## config.mk

```make
export PLATFORM = sky130hd
export DESIGN_NAME = instr_sequencer
export DESIGN_NICKNAME = d
export VERILOG_FILES = /design/src/rtl/instr_sequencer.sv
export SDC_FILE = /design/constraint.sdc
export NUM_CORES = 1
export LEC_CHECK = 0
export CORE_MARGIN = 1
export CORE_UTILIZATION = 35
export DETAILED_ROUTE_END_ITERATION = 16
export PLACE_DENSITY = 0.61
export SLEW_MARGIN = 0
export SYNTH_ARGS = -nofsm -noshare
export SYNTH_HDL_FRONTEND = slang
export SYNTH_SLANG_ARGS = --single-unit
```

## constraint.sdc

```tcl
create_clock -name clk -period 7.1 [get_ports clk]
set_input_delay 0.71 -clock clk [delete_from_list [all_inputs] [get_ports clk]]
set_output_delay 0.71 -clock clk [all_outputs]
set_load 0.02 [all_outputs]
```

## src/rtl/instr_sequencer.sv

```systemverilog
// -----------------------------------------------------------------------------
// instr_sequencer
//
// Small instruction buffer plus run controller that feeds 32-bit instruction
// words to a datapath. Words are appended to the buffer while the sequencer is
// idle. A run then issues them in order, either free-running (one word per
// cycle) or one word per step pulse. A halt word (opcode field all ones) ends
// the run without being issued. An abort ends the run without a done pulse.
//
// Ports
//   clk          : single clock, all state changes on its rising edge
//   reset        : asynchronous active-low reset
//   load_valid   : load request qualifying load_data
//   load_data    : instruction word appended to the buffer on a handshake
//   load_ready   : buffer accepts a word this cycle
//   clear        : empty the buffer (IDLE only, start has priority)
//   start        : begin a run (IDLE only)
//   step_mode    : single-step select, latched when start is accepted
//   step         : advance one instruction while waiting in single-step mode
//   abort        : terminate a run in progress (RUN or WAIT only)
//   instruction  : word driven to the datapath, NOP (zero) when not issuing
//   issue_valid  : instruction is live this cycle
//   pc           : current buffer read index
//   count        : number of loaded words, 0..DEPTH
//   issued       : instructions issued in the current or last run
//   busy         : a run is in progress (RUN or WAIT)
//   done         : one-cycle pulse when a run completes normally
// -----------------------------------------------------------------------------
module instr_sequencer #(
    parameter int DEPTH = 16,
    parameter int AW    = 4
) (
    input  logic          clk,
    input  logic          reset,
    input  logic          load_valid,
    input  logic [31:0]   load_data,
    output logic          load_ready,
    input  logic          clear,
    input  logic          start,
    input  logic          step_mode,
    input  logic          step,
    input  logic          abort,
    output logic [31:0]   instruction,
    output logic          issue_valid,
    output logic [AW-1:0] pc,
    output logic [AW:0]   count,
    output logic [AW:0]   issued,
    output logic          busy,
    output logic          done
);

    typedef enum logic [1:0] {
        S_IDLE = 2'd0,
        S_RUN  = 2'd1,
        S_WAIT = 2'd2,
        S_DONE = 2'd3
    } state_t;

    localparam logic [AW:0]   DEPTH_C = (AW+1)'(DEPTH);
    localparam logic [AW:0]   CNT_ONE = {{AW{1'b0}}, 1'b1};
    localparam logic [AW-1:0] PC_ONE  = {{(AW-1){1'b0}}, 1'b1};
    localparam logic [31:0]   NOP     = 32'h0000_0000;

    // Halt words are recognised by their opcode field alone.
    function automatic logic is_halt(input logic [5:0] opcode);
        return (opcode == 6'b111111);
    endfunction

    state_t        state_q, state_d;
    logic [AW-1:0] pc_q, pc_d;
    logic [AW:0]   count_q, count_d;
    logic [AW:0]   issued_q, issued_d;
    logic          step_mode_q, step_mode_d;

    logic [31:0]   mem_q [DEPTH];
    logic [31:0]   cur_word_s;
    logic          cur_halt_s;
    logic          last_s;
    logic          load_ready_s;
    logic          load_fire_s;

    assign cur_word_s   = mem_q[pc_q];
    assign cur_halt_s   = is_halt(cur_word_s[31:26]);
    // count is never zero in RUN, so count-1 cannot underflow there.
    assign last_s       = ({1'b0, pc_q} == (count_q - CNT_ONE));
    // start and clear both block loads so a command cycle never also appends.
    assign load_ready_s = (state_q == S_IDLE) && (count_q < DEPTH_C) && !start && !clear;
    assign load_fire_s  = load_valid && load_ready_s;

    // Next-state and datapath-register update logic for the run controller.
    always_comb begin
        state_d     = state_q;
        pc_d        = pc_q;
        count_d     = count_q;
        issued_d    = issued_q;
        step_mode_d = step_mode_q;
        case (state_q)
            S_IDLE: begin
                if (start) begin
                    pc_d        = '0;
                    issued_d    = '0;
                    step_mode_d = step_mode;
                    if (count_q == '0) begin
                        state_d = S_DONE;
                    end else if (step_mode) begin
                        state_d = S_WAIT;
                    end else begin
                        state_d = S_RUN;
                    end
                end else if (clear) begin
                    count_d = '0;
                end else if (load_fire_s) begin
                    count_d = count_q + CNT_ONE;
                end else begin
                    count_d = count_q;
                end
            end
            S_RUN: begin
                if (abort) begin
                    state_d = S_IDLE;
                end else if (cur_halt_s) begin
                    // Halt word is never issued; pc keeps pointing at it.
                    state_d = S_DONE;
                end else if (last_s) begin
                    issued_d = issued_q + CNT_ONE;
                    state_d  = S_DONE;
                end else begin
                    issued_d = issued_q + CNT_ONE;
                    pc_d     = pc_q + PC_ONE;
                    if (step_mode_q) begin
                        state_d = S_WAIT;
                    end else begin
                        state_d = S_RUN;
                    end
                end
            end
            S_WAIT: begin
                if (abort) begin
                    state_d = S_IDLE;
                end else if (step) begin
                    state_d = S_RUN;
                end else begin
                    state_d = S_WAIT;
                end
            end
            S_DONE: begin
                state_d = S_IDLE;
            end
            default: begin
                state_d = S_IDLE;
            end
        endcase
    end

    // Controller state registers with asynchronous reset.
    always_ff @(posedge clk or negedge reset) begin
        if (!reset) begin
            state_q     <= S_IDLE;
            pc_q        <= '0;
            count_q     <= '0;
            issued_q    <= '0;
            step_mode_q <= 1'b0;
        end else begin
            state_q     <= state_d;
            pc_q        <= pc_d;
            count_q     <= count_d;
            issued_q    <= issued_d;
            step_mode_q <= step_mode_d;
        end
    end

    // Instruction buffer storage; contents are don't-care after reset.
    always_ff @(posedge clk) begin
        if (load_fire_s) begin
            mem_q[count_q[AW-1:0]] <= load_data;
        end
    end

    // Issue path: the live word is suppressed on a halt word or an abort cycle.
    always_comb begin
        instruction = NOP;
        issue_valid = 1'b0;
        if ((state_q == S_RUN) && !abort && !cur_halt_s) begin
            instruction = cur_word_s;
            issue_valid = 1'b1;
        end else begin
            instruction = NOP;
            issue_valid = 1'b0;
        end
    end

    assign load_ready = load_ready_s;
    assign pc         = pc_q;
    assign count      = count_q;
    assign issued     = issued_q;
    assign busy       = (state_q == S_RUN) || (state_q == S_WAIT);
    assign done       = (state_q == S_DONE);

endmodule

```

==> metrics <==
Mapped Nets=975; Period minus WS final=5690 ps; Buf/Inv on CP=4; starting density of the core=35.7%; CTS Hold Bufs=0; Place WS=1980 ps; most frequent cells in the layout=edfxtp_1, mux4_2, clkdlybuf4s50_1; Lkg Pwr=7.48 nW; DR pass1 iterations=4; Post-synth EDFFs=512; antenna diode count=0; GP Congestion=0.735; largest net degree at the start of global routing=66; Main synth FF type=edfxtp_1; Worst-Skew Late Latency=590 ps; register area share after synthesis=76.0%; hold depth=2; die span in x=246 um; hold crit path type=reg2reg; Ys Warns=0; Unique masters post-synth=47; first-pass GRT wire length=67,600 um; gr usage total=15.5%; drt wl/cell=25.0 um; Layout Nets=1,095; syn avg cell area=22.5 um^2; status=finished, final reports clean; fin util=41.7%; CP dominant cell by count=buf_4; fraction of layout cells with a size suffix above 1=25.0%; CTS max path bufs=3; RSZ-0062 raised after global routing=false; antenna violations before repair=5; cell row count=88; Crit Path Class=reg2out; final WL=46,300 um; most common cell after layout, fill and taps aside=edfxtp_1; Max Cap Viol=0; endpoints failing setup=0; worst vdd ir=176 uV; hold slack final=515 ps; Critical Path RT=6390 ps; Slew HR=29.9%; post-cts resize count=0; root buf cell=clkbuf_16; placed wire-length estimate=24,000 um; Final WS setup=1410 ps; CTS tree=yes; Final Hold Fails=0; Total Negative Setup Slacks=0 ps; CP delay by family, top=buffers and inverters; Post-route DRC=0; final instance area=24,300 um^2; Core ar.=58,200 um^2; Period Utilization, post-route=80.1%; clk_skew=21.0 ps; Worst Tran Pin Value=1050 ps; final antenna-violating net count=0; total clock sinks=529; Async S/R FF share, synth=3.21%; total gr overflow=0; number of global-route vias before repair=9,938; # IOs=90; Power Total=7.32 mW; post-synthesis register bit count=529; worst reg-to-reg path cell count=9; CP endpoint kind=output pin; final-report max-slew violation count=0; clock slew at reported path FFs=70 ps; CP max FO=65; DP Cell Count=1,755; die area=60,400 um^2; Comb pwr share=13.7%; htree depth=2; critical path depth=10; Buffers on Ports=89; Slowest cell on crit path=buf_4; Non-Filler Instances=1,851; post-CTS setup buffers=0; synthesized area=20,800 um^2; Startpoint Class=flip-flop; arrival time worst endpoint=4980 ps; vias per cell=5.27; PD cells=302 nW/um^2; P_sw=1.74 mW; switching power share of the total=23.8%; sequential share of power=48.9%; CP max stage delay=810 ps; top achievable clock speed=176 MHz; chip height=246 um; DR iter-0 viols=934; via count=9,764; crit path cell chain=buf_4 -> mux4_1 -> a22oi_1 -> and3_1 -> nor2_1 -> a31o_1 -> inv_1 -> buf_4 -> and2_1 -> clkdlybuf4s50_1; internal cell power=5.58 mW; CTS buffer count=53; dpl cell area=22,600 um^2; Gate Count Post-Synth=925; clock power share=37.5%; Area growth, synth to finish=16.6%
## final cells by class
cell class / count / area [um^2]
well taps: 765 / 957
repair buffers: 114 / 1080
multi-input cells: 339 / 4690
clock buffers: 58 / 1350
inverters: 8 / 30.0
flip-flops and latches: 529 / 15800
fillers: 4997 / 34000
clock inverters: 38 / 344
## synthesized netlist by cell type, types with 2 or more instances
library cell | instances | share of area, %
mux4_1 | 3 | 0.38
inv_1 | 8 | 0.14
a22oi_2 | 5 | 0.30
xnor2_1 | 2 | 0.084
o221ai_1 | 2 | 0.084
nand2_1 | 20 | 0.36
xor2_1 | 6 | 0.25
buf_6 | 8 | 0.43
nand2b_1 | 4 | 0.12
and2_1 | 40 | 1.2
a22oi_1 | 3 | 0.11
buf_4 | 5 | 0.18
nand4_1 | 3 | 0.090
nor2b_1 | 5 | 0.15
mux4_2 | 143 | 15
mux2i_1 | 22 | 1.1
a21oi_1 | 6 | 0.14
o21ai_0 | 8 | 0.19
nand3_1 | 12 | 0.29
nor2_1 | 11 | 0.20
nor4b_1 | 2 | 0.084
a221oi_1 | 8 | 0.34
a311o_1 | 2 | 0.096
buf_2 | 12 | 0.29
clkbuf_1 | 20 | 0.36
or2b_1 | 2 | 0.072
nor3_1 | 2 | 0.048
nor3b_1 | 2 | 0.072
dfrtp_1 | 17 | 2.0
edfxtp_1 | 512 | 74
and3_1 | 5 | 0.15
ha_1 | 10 | 0.60
## flip-flops by register name, indices dropped and copies added, names as in the netlist
signal       count
step_mode_q      1
count            5
pc               4
issued           5
state_q          2
mem_q          512
## final timing paths
check	from	end	slack (ps)
worst max-delay path	pc[1]	instruction[11]	1410
worst min-delay path	step_mode_q	step_mode_q	520
worst max register to register	pc[1]	issued[0]	3270
worst min register to register	step_mode_q	step_mode_q	520
max in group asynchronous	reset	pc[1]	5910
min in group asynchronous	reset	state_q[0]	590
## metal layers
layer / part of all wire [%] / wire [um] / global-route usage [%]
met5: 0.095 / 44 / 0
met4: 1.9 / 865 / 4.35
met3: 5.7 / 2660 / 2.68
met2: 47 / 21900 / 24.1
met1: 45 / 20700 / 22.3
## power by group through the flow
| stage | Clock [mW] | Combinational [mW] | Sequential, mW |
|---|---|---|---|
| 2_1_floorplan | 0 | 0.753 | 3.59 |
| 3_3_place_gp | 0 | 1.01 | 3.64 |
| 3_5_place_dp | 0 | 1.01 | 3.64 |
| 4_1_cts | 2.79 | 1.02 | 3.58 |
| 5_1_grt | 2.89 | 1.08 | 3.59 |
| 6_report | 2.74 | 1.00 | 3.58 |
## worst register-to-register path: stages (launching register included)
cell and delay (ps):
dfrtp_4 600, buf_4 820, mux4_1 420, a22oi_1 190, and3_1 240, nor2_1 80
a31o_1 320, inv_1 540, o21ai_1 210, mux2_2 300
## logic make-up after synthesis
logic type                 Yosys count  share of synthesized area, %
DFF                                529                          76.0
muxes                              169                          17.0
and+or+nand+nor                    109                          2.87
buffers and inverters               57                          1.64
AOI/OAI and AO/OA                   43                          1.61
adders and majority gates           10                         0.602
xor gates and xnor gates             8                         0.337
(Power assumes the default switching activity.)
